`src/rtl/ping_burst.sv`:
```
`default_nettype none
// +----------------------------------------------------------------------------+
// | ping_burst: ultrasonic ping burst, ring-down blanking, echo time-of-flight |
// | Revision 1.0                                                               |
// +----------------------------------------------------------------------------+
module ping_burst #(
  parameter int HALF_PERIOD = 600,
  parameter int PULSES      = 8,
  parameter int BLANK       = 1200,
  parameter int LISTEN      = 60000,
  parameter int HOLDOFF     = 48000
) (
  input  logic        clk,
  input  logic        rst,
  input  logic        start,
  input  logic        sig,
  output logic        ping_out,
  output logic        trig,
  output logic [15:0] rx_counter,
  output logic        rx_valid,
  output logic        timeout,
  output logic        busy
);

  localparam logic [31:0] HALF_LAST    = 32'(HALF_PERIOD - 1);
  localparam logic [31:0] HALVES_LAST  = 32'(2 * PULSES - 1);
  localparam logic [31:0] BLANK_LAST   = (BLANK > 0) ? 32'(BLANK - 1) : 32'd0;
  localparam logic [31:0] LISTEN_LAST  = 32'(LISTEN - 1);
  localparam logic [31:0] HOLDOFF_LAST = (HOLDOFF > 0) ? 32'(HOLDOFF - 1) : 32'd0;

  typedef enum logic [2:0] {
    ST_IDLE    = 3'd0,
    ST_BURST   = 3'd1,
    ST_BLANK   = 3'd2,
    ST_LISTEN  = 3'd3,
    ST_HOLDOFF = 3'd4
  } state_t;

  state_t      state;
  logic [31:0] cnt;
  logic [31:0] half;
  logic [15:0] tof;
  logic        s1;
  logic        s2;
  logic        s3;
  logic        echo;

  // Rising edge of the synchronized comparator; latency is deliberately not compensated.
  assign echo = s2 & ~s3;

  always_ff @(posedge clk or negedge rst) begin
    if (!rst) begin
      state      <= ST_IDLE;
      cnt        <= '0;
      half       <= '0;
      tof        <= '0;
      s1         <= 1'b0;
      s2         <= 1'b0;
      s3         <= 1'b0;
      ping_out   <= 1'b0;
      trig       <= 1'b0;
      rx_counter <= '0;
      rx_valid   <= 1'b0;
      timeout    <= 1'b0;
      busy       <= 1'b0;
    end else begin
      s1       <= sig;
      s2       <= s1;
      s3       <= s2;
      trig     <= 1'b0;
      rx_valid <= 1'b0;
      timeout  <= 1'b0;

      if ((state == ST_BURST || state == ST_BLANK || state == ST_LISTEN) && tof != 16'hFFFF)
        tof <= tof + 16'd1;

      case (state)
        ST_IDLE: begin
          if (start) begin
            state    <= ST_BURST;
            busy     <= 1'b1;
            trig     <= 1'b1;
            ping_out <= 1'b1;
            tof      <= '0;
            cnt      <= '0;
            half     <= '0;
          end
        end

        ST_BURST: begin
          if (cnt == HALF_LAST) begin
            cnt <= '0;
            if (half == HALVES_LAST) begin
              half     <= '0;
              ping_out <= 1'b0;
              state    <= (BLANK == 0) ? ST_LISTEN : ST_BLANK;
            end else begin
              half     <= half + 32'd1;
              ping_out <= ~ping_out;
            end
          end else begin
            cnt <= cnt + 32'd1;
          end
        end

        ST_BLANK: begin
          if (cnt == BLANK_LAST) begin
            cnt   <= '0;
            state <= ST_LISTEN;
          end else begin
            cnt <= cnt + 32'd1;
          end
        end

        ST_LISTEN: begin
          // An echo on the final listen cycle wins over the timeout.
          if (echo || cnt == LISTEN_LAST) begin
            rx_counter <= echo ? tof : 16'hFFFF;
            rx_valid   <= echo;
            timeout    <= ~echo;
            cnt        <= '0;
            if (HOLDOFF == 0) begin
              state <= ST_IDLE;
              busy  <= 1'b0;
            end else begin
              state <= ST_HOLDOFF;
            end
          end else begin
            cnt <= cnt + 32'd1;
          end
        end

        ST_HOLDOFF: begin
          if (cnt == HOLDOFF_LAST) begin
            cnt   <= '0;
            state <= ST_IDLE;
            busy  <= 1'b0;
          end else begin
            cnt <= cnt + 32'd1;
          end
        end

        default: begin
          state    <= ST_IDLE;
          busy     <= 1'b0;
          ping_out <= 1'b0;
          cnt      <= '0;
        end
      endcase
    end
  end

endmodule
`default_nettype wire

```
`config.mk`:
```
export PLATFORM = sky130hd
export DESIGN_NAME = ping_burst
export DESIGN_NICKNAME = d
export VERILOG_FILES = /design/src/rtl/ping_burst.sv
export SDC_FILE = /design/constraint.sdc
export NUM_CORES = 1
export LEC_CHECK = 0
export CAP_MARGIN = 15
export CORE_UTILIZATION = 57
export DETAILED_ROUTE_END_ITERATION = 6
export PLACE_DENSITY = 0.75
export SLEW_MARGIN = 0
export SYNTH_ARGS = -nofsm -noshare
export SYNTH_HDL_FRONTEND = slang
export SYNTH_SLANG_ARGS = --single-unit
```
`constraint.sdc`:
```
create_clock -name clk -period 2.65 [get_ports clk]
set_input_delay 0.53 -clock clk [delete_from_list [all_inputs] [get_ports clk]]
set_output_delay 0.53 -clock clk [all_outputs]
set_load 0.01 [all_outputs]
```
Word-level counts from Yosys, hierarchy flattened. Cells that the tools add are included.

Eq/ne operators: 16. Add/subtract/negate cells: 3. Bitwise operators: 6. Reduce and logical (&&, ||, !) cells: 13. Muxes and demuxes: 32.

Operators with widths (count): 2-to-1 mux 32 bit (7); case mux 32 bit (5 select lines) (1); adder 32 x 1 -> 32 bit, second input constant (2); equality test 32 x 16 -> 1 bit, second input constant (2); 2-to-1 mux 16 bit (4); case mux 32 bit (2 select lines) (1); equality test 32 x 10 -> 1 bit, second input constant (1); equality test 32 x 11 -> 1 bit, second input constant (1); equality test 32 x 4 -> 1 bit, second input constant (1); 2-to-1 mux 3 bit (6); adder 16 x 1 -> 16 bit, second input constant (1); inequality test 16 bit, second input constant (1); case mux 3 bit (5 select lines) (1); 2-to-1 mux 1 bit (10); AND reduction 3 bit (3); inequality test 2 x 1 -> 1 bit, second input constant (4); equality test 3 x 2 -> 1 bit, second input constant (2); case mux 1 bit (3 select lines) (2); AND reduction 6 bit (1); OR reduction 3 bit (2); inverter 1 bit (5); inequality test 2 bit, second input constant (2); equality test 3 x 1 -> 1 bit, second input constant (1); equality test 3 bit, second input constant (1); other kinds (6) (8).

Bits of input ports: 4. Flip-flop bits (word level): 107. Output and inout bits: 21.

Logic depth before layout (Yosys ltp). Gate-level depths: netlist of run 1.

Depth after elaboration: 7. Depth in mapped cells: 9. Depth with buffers taken out: 7.

Worst setup path after synthesis of run 1. OpenSTA, ideal clock, no wires.

Path type: register to register. Start: register cnt[12]. End: register cnt[23]. Arrival time: 2.226 ns. Required time: 2.531 ns. Cell stages (with the launch flop): 9. Setup slack: 0.305 ns. Cell sequence: dfrtp_1 -> or4_4 -> nor4_2 -> o32ai_1 -> nor4b_4 -> and2_1 -> buf_4 -> buf_6 -> nor2_1.

Word-level cells in the longest chain between the ends: 4. Elaborated cells on any way between the ends: 11.

RTL lines: start, declared (line 40) `logic [31:0] cnt;`; start signal, assigned (line 102) `cnt <= cnt + 32'd1;`; start signal, assigned (line 111) `cnt <= cnt + 32'd1;`; start signal, assigned (line 129) `cnt <= cnt + 32'd1;`; branches (longest 3 deep; another with adder 32 x 1 -> 32 bit); case mux 32 bit (5 select lines) (*) (line 77) `case (state)`.

Mark *: on every way between the ends. A chain may end at the register's enable or synchronous reset.

Worst setup path in the final report of run 1.
Start: register cnt[0]. End: register cnt[3].

Same word-level chain as after synthesis.

==> summary.md, run 1 <==
| Metric | Value |
|---|---|
| Hpwl dp | `just over 8000 um` |
| Die Height | `99.5 um` |
| Final Max Slew Viols | `0` |
| Crit Path Max Fanout | `16` |
| Final worst slack | `0.168 ns` |
| Slew headroom | `0.595` |
| DRT antenna net count | `0` |
| Dpl cells | `727` |
| Setup TNS | `0 ns` |
| Top cells by area, synth | `dfrtp_1 49%, o21ai_0 5.5%, nor2_1 4.5%, nand3_1 3.7%, xor2_1 3.6%` |
| GPL Wtd Cong | `around 0.86` |
| Layout cells sized above 1 | `0.0668` |
| Critical path type | `reg -> reg` |
| Tightest Pin Transition | `~0.6 ns` |
| R2r setup slk | `about 0.17 ns` |
| CTS buffer count | `9` |
| Total gr overflow | `0` |
| Critical path arrival | `about 2.7 ns` |
| # H-tree levels | `3` |
| Routed WL | `between 10000 and 15000 um` |
| Initial DRC count | `320` |
| Post-synth EDFFs | `0` |
| Crit. End Element | `flip-flop` |
| Top-area cell type share of the netlist area | `0.494` |
| DP Worst Slack | `between 0.09 and 0.1 ns` |
| Core area | `between 0.009 and 0.01 mm^2` |
| Root Buffer | `clkbuf_8` |
| Average size of a mapped cell | `~9.3 um^2` |
| Post-cts sizing count | `0` |
| # setup viols final | `0` |
| Share of flip-flops with an asynchronous set or reset | `1.00` |
| Antenna diodes | `0` |
| Syn Nets | `between 500 and 600` |
| DR WL/cell | `16.1 um` |
| Pre-antenna DRT Iters | `5` |
| Ys Warns | `0` |
| Initial antenna violation count | `0` |
| Seq/Total Area, Yosys | `0.494` |
| MaxCap Viol Count | `0` |
| Count leader, synth | `dfrtp_1` |
| Worst reg2reg path depth | `8` |
| Startpoint Class | `flip-flop` |
| DR vias | `~4600` |
| Cell count after synthesis | `between 500 and 600` |
| Vias in the first global route | `between 4000 and 5000` |
| Synth cell count leaders | `107 x dfrtp_1, 65 x nor2_1, 60 x o21ai_0` |
| Port Buffers | `24` |
| Die W | `around 100 um` |
| I/O pin count | `25` |
| Leakage | `approximately 0.0026 uW` |
| Rows | `35` |
| Non-Filler Instances | `roughly 740` |
| R2R Path End | `cnt[3]` |
| DRC viols | `0` |
| Setup bufs post-CTS | `0` |
| Sink Count | `107` |
| RSZ-0062 raised after global routing | `no` |
| Post-CTS Hold Fix Bufs | `0` |
| Post-synthesis register bit count | `~110` |
| Yosys cell types | `56` |
| Worst-path clk slew | `approximately 0.09 ns` |
| TritonCTS clock tree | `done` |
| Clock insertion delay at the later pin of the skew report | `approximately 0.37 ns` |
| Worst r2r src | `cnt[0]` |
| Hold Vio Cnt, Final | `0` |
| Worst path required time | `2.90 ns` |
| Mapped Area | `0.00542 mm^2` |
| Outcome | `complete, no violations` |
| Area grow syn2layout | `12.7%` |
| Hold Crit Class | `in -> async` |
| GRT Total Usage | `0.261` |
| Fmax achieved | `403 MHz` |
| Crit share post-route | `0.937` |
| Ys flop type | `dfrtp_1` |
| Clk buf depth | `2` |
| Minimum clock period | `about 2.5 ns` |
| Dominant cell type by area after synthesis | `dfrtp_1` |
| Die Area | `0.00990 mm^2` |
| Clock skew | `slightly below 0.009 ns` |
| Post-layout util | `0.661` |
| Pwr per Cell Area | `653 mW/mm^2` |
| Vias per inst | `between 6 and 7` |
| Initial core utilization | `0.587` |
| Nets | `slightly above 600` |
| Largest net degree at the start of global routing | `57` |
| First-pass GRT wire length | `20500 um` |
| VDD IR max | `between 0.4 and 0.5 mV` |
-- layout by cell type (no fill, tap or decap), types with 11 or more instances in the layout --
cell type and n:
xnor2_1 12, and3_1 13, o22a_1 15, buf_4 16
nor4_1 19, clkdlybuf4s50_1 23, clkbuf_8 11, o21ai_0 60
nand2_1 50, nand4_1 24, xor2_1 22, nor3_1 13
nand3_1 40, a21oi_1 13, nor2_1 65, dfrtp_1 107
-- worst max path at each step --
stage | start | endpoint | slack [ns] | cells after the start
final | cnt[0] | cnt[3] | 0.17 | 8
after global placement | start | cnt[31] | 0.11 | 7
after CTS | cnt[13] | cnt[3] | 0.21 | 7
after detailed placement | start | cnt[29] | 0.09 | 7
after global routing | cnt[0] | cnt[3] | 0.03 | 8
after floorplan | cnt[12] | cnt[23] | 0.31 | 8
-- registers in the layout, indices dropped and copies added, names as in the netlist --
register,cells
s1,1
rx_valid,1
busy,1
ping_out,1
rx_counter,16
trig,1
state,3
s3,1
timeout,1
half,32
s2,1
cnt,32
tof,16
-- cell families after synthesis --
logic type      count (synthesis)  share of synthesized area
simple gates                  268                      0.258
compound gates                132                      0.154
flops                         107                      0.494
xor+xnor                       34                     0.0549
buf+inv                        34                     0.0284
fa+ha+maj                       3                    0.00693
mux                             2                    0.00369
-- critical path: stages, from the launching register on --
cell,delay (ns)
dfrtp_1,0.41
ha_1,0.23
nand4_1,0.15
nor4_1,0.50
o22ai_1,0.21
nor4b_4,0.27
buf_4,0.25
nor3_1,0.07
a211o_1,0.27
-- power by group --
group / total, uW / switching, uW / internal, uW / leakage, uW
registers: 1890 / 156 / 1730 / 0.00146
clock network: 1120 / 533 / 583 / 0.000113
logic: 982 / 611 / 371 / 0.00103
-- layer usage --
| metal | global-route usage | up-vias | routed length, um |
|---|---|---|---|
| li1 | - | 2186 | - |
| met1 | 0.343 | 2231 | 5450 |
| met2 | 0.438 | 118 | 5950 |
| met3 | 0.0429 | 18 | 399 |
| met4 | 0.0950 | 0 | 158 |
| met5 | 0 | - | 0 |
-- per-stage QoR --
step | hold WS [ns] | cell area, um^2 | power [uW]
floorplan | 0.234 | 5420 | 2570
global placement | 0.336 | 5880 | 2840
detailed placement | 0.350 | 5880 | 2890
CTS | 0.0753 | 6110 | 4020
global route | 0.0930 | 6110 | 4220
finish | 0.0828 | 6110 | 3990
-- area by class of cell --
| type | instances | area (um^2) |
|---|---|---|
| clock inverter | 4 | 72.6 |
| sequential | 107 | 2680 |
| inverter | 10 | 37.5 |
| tap | 129 | 161 |
| clock buffer | 12 | 155 |
| fill | 769 | 3130 |
| timing repair buffer | 42 | 410 |
| multi-input combinational | 439 | 2590 |
Power figures use the tool's default switching activity.
==> run 2, diff against run 1 <==
--- a/config.mk
+++ b/config.mk
@@ -8,6 +8,7 @@
 export CAP_MARGIN = 15
 export CORE_UTILIZATION = 57
 export DETAILED_ROUTE_END_ITERATION = 6
+export MAX_ROUTING_LAYER = met4
 export PLACE_DENSITY = 0.75
 export SLEW_MARGIN = 0
 export SYNTH_ARGS = -nofsm -noshare
==> constraint.sdc (replaced) <==
create_clock -name clk -period 2.65 [get_ports clk]
set_input_delay 0.53 -clock clk [delete_from_list [all_inputs] [get_ports clk]]
set_output_delay 0.53 -clock clk [all_outputs]
set_load 0.1 [all_outputs]
==> run 2 against run 1 <==
Effect of this change: sequential share of layout area grew 0.61 points; non-clock buffer count increased by 1; utilization shrank 0.91 points; global-route usage fell by 0.37 points; critical path type unchanged; largest power group unchanged; routed wire length fell by 3.9%; clock-buffer cell count down 2; cell count is 0.13% higher; flip-flop and latch count did not move; highest routed layer unchanged; die area stayed put.
==> summary.md, run 2 (synthesis gave the netlist of run 1 again) <==
| Metric | Value |
|---|---|
| Register area | `0.00268 mm^2 (unchanged)` |
| Tightest Pin Transition | `0.642 ns (+0.0379 ns)` |
| Initial core utilization | `0.587 (unchanged)` |
| Switching part of the total power | `0.344 (+0.0177)` |
| Crit. End Element | `flip-flop` |
| MaxCap Viol Count | `0 (unchanged)` |
| Pre-antenna DRT Iters | `4 (-1)` |
| TritonCTS clock tree | `done` |
| Setup bufs post-CTS | `0 (unchanged)` |
| P_int | `2550 uW (-5.2%)` |
| Pwr per Cell Area | `645 mW/mm^2 (-1.2%)` |
| Clock insertion delay at the later pin of the skew report | `0.37 ns (about the same)` |
| CP Cell Sequence | `ha_1 -> nand4_1 -> nor4_1 -> o22ai_1 -> nor4b_4 -> buf_4 -> nor3_1 -> a211o_1` |
| Dpl cells | `728 (+0.14%)` |
| Clk buf depth | `2 (unchanged)` |
| Hold Vio Cnt, Final | `0 (unchanged)` |
| Family with the most delay on the worst path | `simple AND/OR/NAND/NOR gates` |
| Biggest registers after layout | `cnt x32, half x32` |
| Post-CTS Hold Fix Bufs | `0 (unchanged)` |
| Setup TNS | `0 ns (unchanged)` |
| Die W | `99.5 um (unchanged)` |
| First-pass GRT wire length | `19600 um (-4.0%)` |
| Layout cells sized above 1 | `0.104 (+0.0373)` |
| Outcome | `complete, no violations` |
| Clock skew | `0.00916 ns (+0.000398 ns)` |
| Die Area | `0.00990 mm^2 (unchanged)` |
| Nets | `617 (+0.16%)` |
| Final Hold Slack | `0.0879 ns (+0.00505 ns)` |
| # setup viols final | `0 (unchanged)` |
| Post-cts sizing count | `0 (unchanged)` |
| Routed WL | `11500 um (-3.9%)` |
| Commonest non-fill, non-tap cells in the layout | `107 x dfrtp_1, 65 x nor2_1, 60 x o21ai_0` |
| Crit share post-route | `0.917 (-0.0199)` |
| DRC viols | `0 (unchanged)` |
| Slew headroom | `0.568 (-0.0268)` |
| Worst path required time | `2.91 ns (about the same)` |
| Crit path buf inv count | `1 (unchanged)` |
| Antenna diodes | `0 (unchanged)` |
| DRT antenna net count | `0 (unchanged)` |
| Root Buffer | `clkbuf_8` |
| GPL Wtd Cong | `0.854 (-0.59%)` |
| Total gr overflow | `0 (unchanged)` |
| Worst path max stage delay | `0.48 ns (-0.02 ns)` |
| I/O pin count | `25 (unchanged)` |
| Minimum clock period | `2.43 ns (-0.0527 ns)` |
| Fmax achieved | `412 MHz (+2.2%)` |
| Hold Crit Class | `in -> async` |
| Switching pwr | `1330 uW (+2.7%)` |
| Startpoint Class | `flip-flop` |
| CTS buffer count | `9 (unchanged)` |
| Vias in the first global route | `4054 (-6.6%)` |
| Critical path's slowest cell | `nor4_1` |
| Core area | `0.00924 mm^2 (unchanged)` |
| Area occupied by multi-input gates | `0.00259 mm^2 (unchanged)` |
| Leakage | `0.00262 uW (+0.92%)` |
| Vias per inst | `6.02 (-1.8%)` |
| Non-Filler Instances | `744 (+0.13%)` |
| VDD IR max | `0.443 mV (+5.2%)` |
| Clock power share | `0.262 (-0.018)` |
| Critical path type | `reg -> reg` |
| Commonest non-fill, non-tap cell in the layout | `dfrtp_1` |
| DR WL/cell | `15.4 um (-4.1%)` |
| Die Height | `99.5 um (unchanged)` |
| Rows | `35 (unchanged)` |
| Initial antenna violation count | `0 (unchanged)` |
| Combinational power share | `0.253 (+0.007)` |
| Worst-path clk slew | `0.10 ns (about the same)` |
| Area grow syn2layout | `11.1%` |
| Reg power frac | `0.486 (+0.012)` |
| Largest net degree at the start of global routing | `51 (-11%)` |
| Critical path arrival | `2.69 ns (-0.04 ns)` |
| Worst r2r src | `cnt[0]` |
| Number of fillers in the final layout | `768 (-0.13%)` |
| GRT Total Usage | `0.257 (-0.00365)` |
| # H-tree levels | `3 (unchanged)` |
| Port Buffers | `24 (unchanged)` |
| Hpwl dp | `8020 um (-2.1%)` |
| R2r setup slk | `0.22 ns (+0.05 ns)` |
| Initial DRC count | `228 (-29%)` |
| Final Max Slew Viols | `0 (unchanged)` |
| RSZ-0062 raised after global routing | `no` |
| Crit Path Max Fanout | `16 (unchanged)` |
| DR vias | `4477 (-1.7%)` |
| Sink Count | `107 (unchanged)` |
| CP Launch Point | `cnt[0]` |
## run 2: metrics by stage
step | power, uW | worst slack (ns) | utilization | cell area, um^2
detailed placement | 2890 | 0.110 | 0.630 | 5820
finish | 3880 | 0.221 | 0.652 | 6020
global placement | 2860 | 0.124 | 0.630 | 5820
CTS | 3910 | 0.244 | 0.652 | 6020
global route | 4100 | 0.0414 | 0.652 | 6020
floorplan | 2600 | 0.305 | - | 5420
## run 2: worst reg2reg max path: stages (launching register included)
cell,delay (ns)
dfrtp_1,0.41
ha_1,0.24
nand4_1,0.15
nor4_1,0.48
o22ai_1,0.20
nor4b_4,0.26
buf_4,0.24
nor3_1,0.07
a211o_1,0.27
## run 2: final cells by class
type                       instances  share of cell area
sequential                       107               0.445
clock buffer                      10              0.0229
timing repair buffer              43              0.0586
tap                              129              0.0268
multi-input combinational        439               0.430
inverter                          10             0.00623
clock inverter                     6              0.0106
## run 2: metal layers
layer | vias up | track usage | part of all wire
met3 | 13 | 0.0450 | 0.035
li1 | 2187 | - | -
met5 | - | - | 0
met2 | 99 | 0.405 | 0.49
met1 | 2178 | 0.344 | 0.47
met4 | 0 | 0.0747 | 0.012
## run 2: worst paths after layout
kind                                  to  cells after the start
worst max-delay path              cnt[3]                      8
worst min-delay path            half[17]                      1
worst max register to register    cnt[3]                      8
worst min register to register        s2                      0
max in group asynchronous         cnt[3]                      2
min in group clk                      s2                      0
## run 2: power groups by stage
stage	Clock, uW	Combinational [uW]	Sequential (uW)
2_1_floorplan	0	716	1880
3_3_place_gp	0	953	1910
3_5_place_dp	0	979	1910
4_1_cts	1050	984	1880
5_1_grt	1090	1100	1910
6_report	1020	982	1890
==> run 3, diff against run 2 <==
--- a/config.mk
+++ b/config.mk
@@ -9,7 +9,7 @@
 export CORE_UTILIZATION = 57
 export DETAILED_ROUTE_END_ITERATION = 6
 export MAX_ROUTING_LAYER = met4
-export PLACE_DENSITY = 0.75
+export PLACE_DENSITY = 0.74
 export SLEW_MARGIN = 0
 export SYNTH_ARGS = -nofsm -noshare
 export SYNTH_HDL_FRONTEND = slang
==> run 3 against run 2 <==
Effect of this change: setup slack got worse by 0.040 ns; die area unchanged; global-route usage decreased by 0.25 points; first-iteration DRC count decreased by 19%; register-to-register slack got worse by 0.04 ns; combinational power decreased by 2%; clock power about the same; routed wire length increased by 0.61%; critical path type unchanged.
==> summary.md, run 3 (synthesis gave the netlist of run 1 again) <==
| Metric | Value |
|---|---|
| Rows | `35 (unchanged)` |
| DRC viols | `0 (unchanged)` |
| Vias in the first global route | `4091 (+0.91%)` |
| Die Area | `0.00990 mm^2 (unchanged)` |
| Commonest non-fill, non-tap cell in the layout | `dfrtp_1` |
| Layout cells sized above 1 | `0.103 (-0.00129)` |
| Clock skew | `0.0115 ns (+0.00231 ns)` |
| Final Max Slew Viols | `0 (unchanged)` |
| Crit share post-route | `0.932 (+0.0152)` |
| Fmax achieved | `405 MHz (-1.6%)` |
| Initial antenna violation count | `0 (unchanged)` |
| Pre-antenna DRT Iters | `5 (+1)` |
| Core area | `0.00924 mm^2 (unchanged)` |
| VDD IR max | `0.432 mV (-2.3%)` |
| # setup viols final | `0 (unchanged)` |
| RSZ-0062 raised after global routing | `no` |
| MaxCap Viol Count | `0 (unchanged)` |
| Root Buffer | `clkbuf_8` |
| Number of fillers in the final layout | `766 (-0.26%)` |
| Critical path type | `reg -> reg` |
| GRT Total Usage | `0.254 (-0.00250)` |
| Biggest registers after layout | `cnt x32, half x32` |
| Setup bufs post-CTS | `0 (unchanged)` |
| Minimum clock period | `2.47 ns (+0.0403 ns)` |
| Register area | `0.00268 mm^2 (unchanged)` |
| Leakage | `0.00261 uW (-0.48%)` |
| GPL Wtd Cong | `0.932 (+9.2%)` |
| Setup TNS | `0 ns (unchanged)` |
| Final worst slack | `0.180 ns (-0.0403 ns)` |
| I/O pin count | `25 (unchanged)` |
| Clock insertion delay at the later pin of the skew report | `0.37 ns (about the same)` |
| Area grow syn2layout | `10.9%` |
| Hpwl dp | `7960 um (-0.83%)` |
| Initial core utilization | `0.587 (unchanged)` |
| Hold Vio Cnt, Final | `0 (unchanged)` |
| WL met1 | `5400 um (+0.80%)` |
| Initial DRC count | `185 (-19%)` |
| Cell area after placement | `0.00581 mm^2 (-0.26%)` |
| Met2 wire length | `5590 um (about the same)` |
| Port Buffers | `24 (unchanged)` |
| Routed WL | `11600 um (+0.61%)` |
| # H-tree levels | `3 (unchanged)` |
| DR WL/cell | `15.6 um (+0.88%)` |
| Startpoint Class | `flip-flop` |
| Vias per inst | `6.02 (about the same)` |
| Area occupied by multi-input gates | `0.00260 mm^2 (+0.24%)` |
| TritonCTS clock tree | `done` |
| Worst path required time | `2.92 ns (about the same)` |
| Final instance area | `0.00601 mm^2 (-0.17%)` |
| Post-cts sizing count | `0 (unchanged)` |
| Die Height | `99.5 um (unchanged)` |
| Worst-path clk slew | `0.11 ns (about the same)` |
| Critical path arrival | `2.74 ns (+0.05 ns)` |
| Crit. End Element | `flip-flop` |
| DRT antenna net count | `0 (unchanged)` |
| Commonest non-fill, non-tap cells in the layout | `107 x dfrtp_1, 65 x nor2_1, 60 x o21ai_0` |
| Largest net degree at the start of global routing | `47 (-7.8%)` |
| Post-CTS Hold Fix Bufs | `0 (unchanged)` |
| Worst reg2reg path depth | `7 (-1)` |
| DP Worst Slack | `0.0763 ns (-0.0338 ns)` |
| Nets | `615 (-0.32%)` |
| CTS buffer count | `9 (unchanged)` |
| Crit Path Max Fanout | `16 (unchanged)` |
| Sink Count | `107 (unchanged)` |
| Outcome | `complete, no violations` |
| Highest Signal Layer | `met4` |
| Metal3 WL | `384 um (-4.2%)` |
| Antenna diodes | `0 (unchanged)` |
| First-pass GRT wire length | `19500 um (-0.57%)` |
| Hold Crit Class | `in -> async` |
| Die W | `99.5 um (unchanged)` |
| Slew headroom | `0.558 (-0.0101)` |
| Clk buf depth | `2 (unchanged)` |
| DR vias | `4469 (-0.18%)` |
| Total gr overflow | `0 (unchanged)` |
| Pwr per Cell Area | `643 mW/mm^2 (-0.25%)` |
| Tightest Pin Transition | `0.658 ns (+0.0160 ns)` |
==> run 3: per-layer routing <==
metal | up-vias | track usage
li1 | 2185 | -
met1 | 2172 | 0.348
met2 | 96 | 0.392
met3 | 16 | 0.0415
met4 | 0 | 0.0803
met5 | - | -
==> run 3: worst max-delay path, cell delays in order, from the launching register on <==
cell     delay (ns)
dfrtp_1        0.46
or4_4          0.57
nor4_2         0.26
o32ai_1        0.16
nor4b_4        0.34
buf_4          0.25
nor3_1         0.07
a211o_1        0.27
==> run 3: worst paths after layout <==
kind	startpoint	slack (ns)	endpoint
setup / recovery	cnt[12]	0.18	cnt[3]
hold / removal	rst	0.09	half[10]
setup reg to reg	cnt[12]	0.18	cnt[3]
hold reg to reg	s1	0.35	s2
max in group asynchronous	rst	1.97	cnt[7]
min in group clk	s1	0.35	s2
==> run 3: report_power, final <==
part | leakage [uW] | internal, uW | switching (uW)
combinational | 0.00105 | 340 | 624
sequential | 0.00146 | 1730 | 155
clock | 0.0000958 | 442 | 574
==> run 3: area by class of cell <==
cell class,instances,area share
Inverter,10,0.00624
Multi-Input combinational cell,439,0.432
Clock buffer,9,0.0206
Clock inverter,7,0.0127
Sequential cell,107,0.445
Tap cell,129,0.0268
Timing Repair Buffer,41,0.0562
==> run 3: through the flow <==
step | hold WS (ns) | utilization | power (uW) | std cells
floorplan | 0.234 | - | 2600 | 580
global placement | 0.334 | 0.628 | 2840 | 726
global route | 0.0960 | 0.651 | 4090 | 742
finish | 0.0883 | 0.651 | 3870 | 742
detailed placement | 0.336 | 0.628 | 2880 | 726
CTS | 0.0829 | 0.650 | 3900 | 742
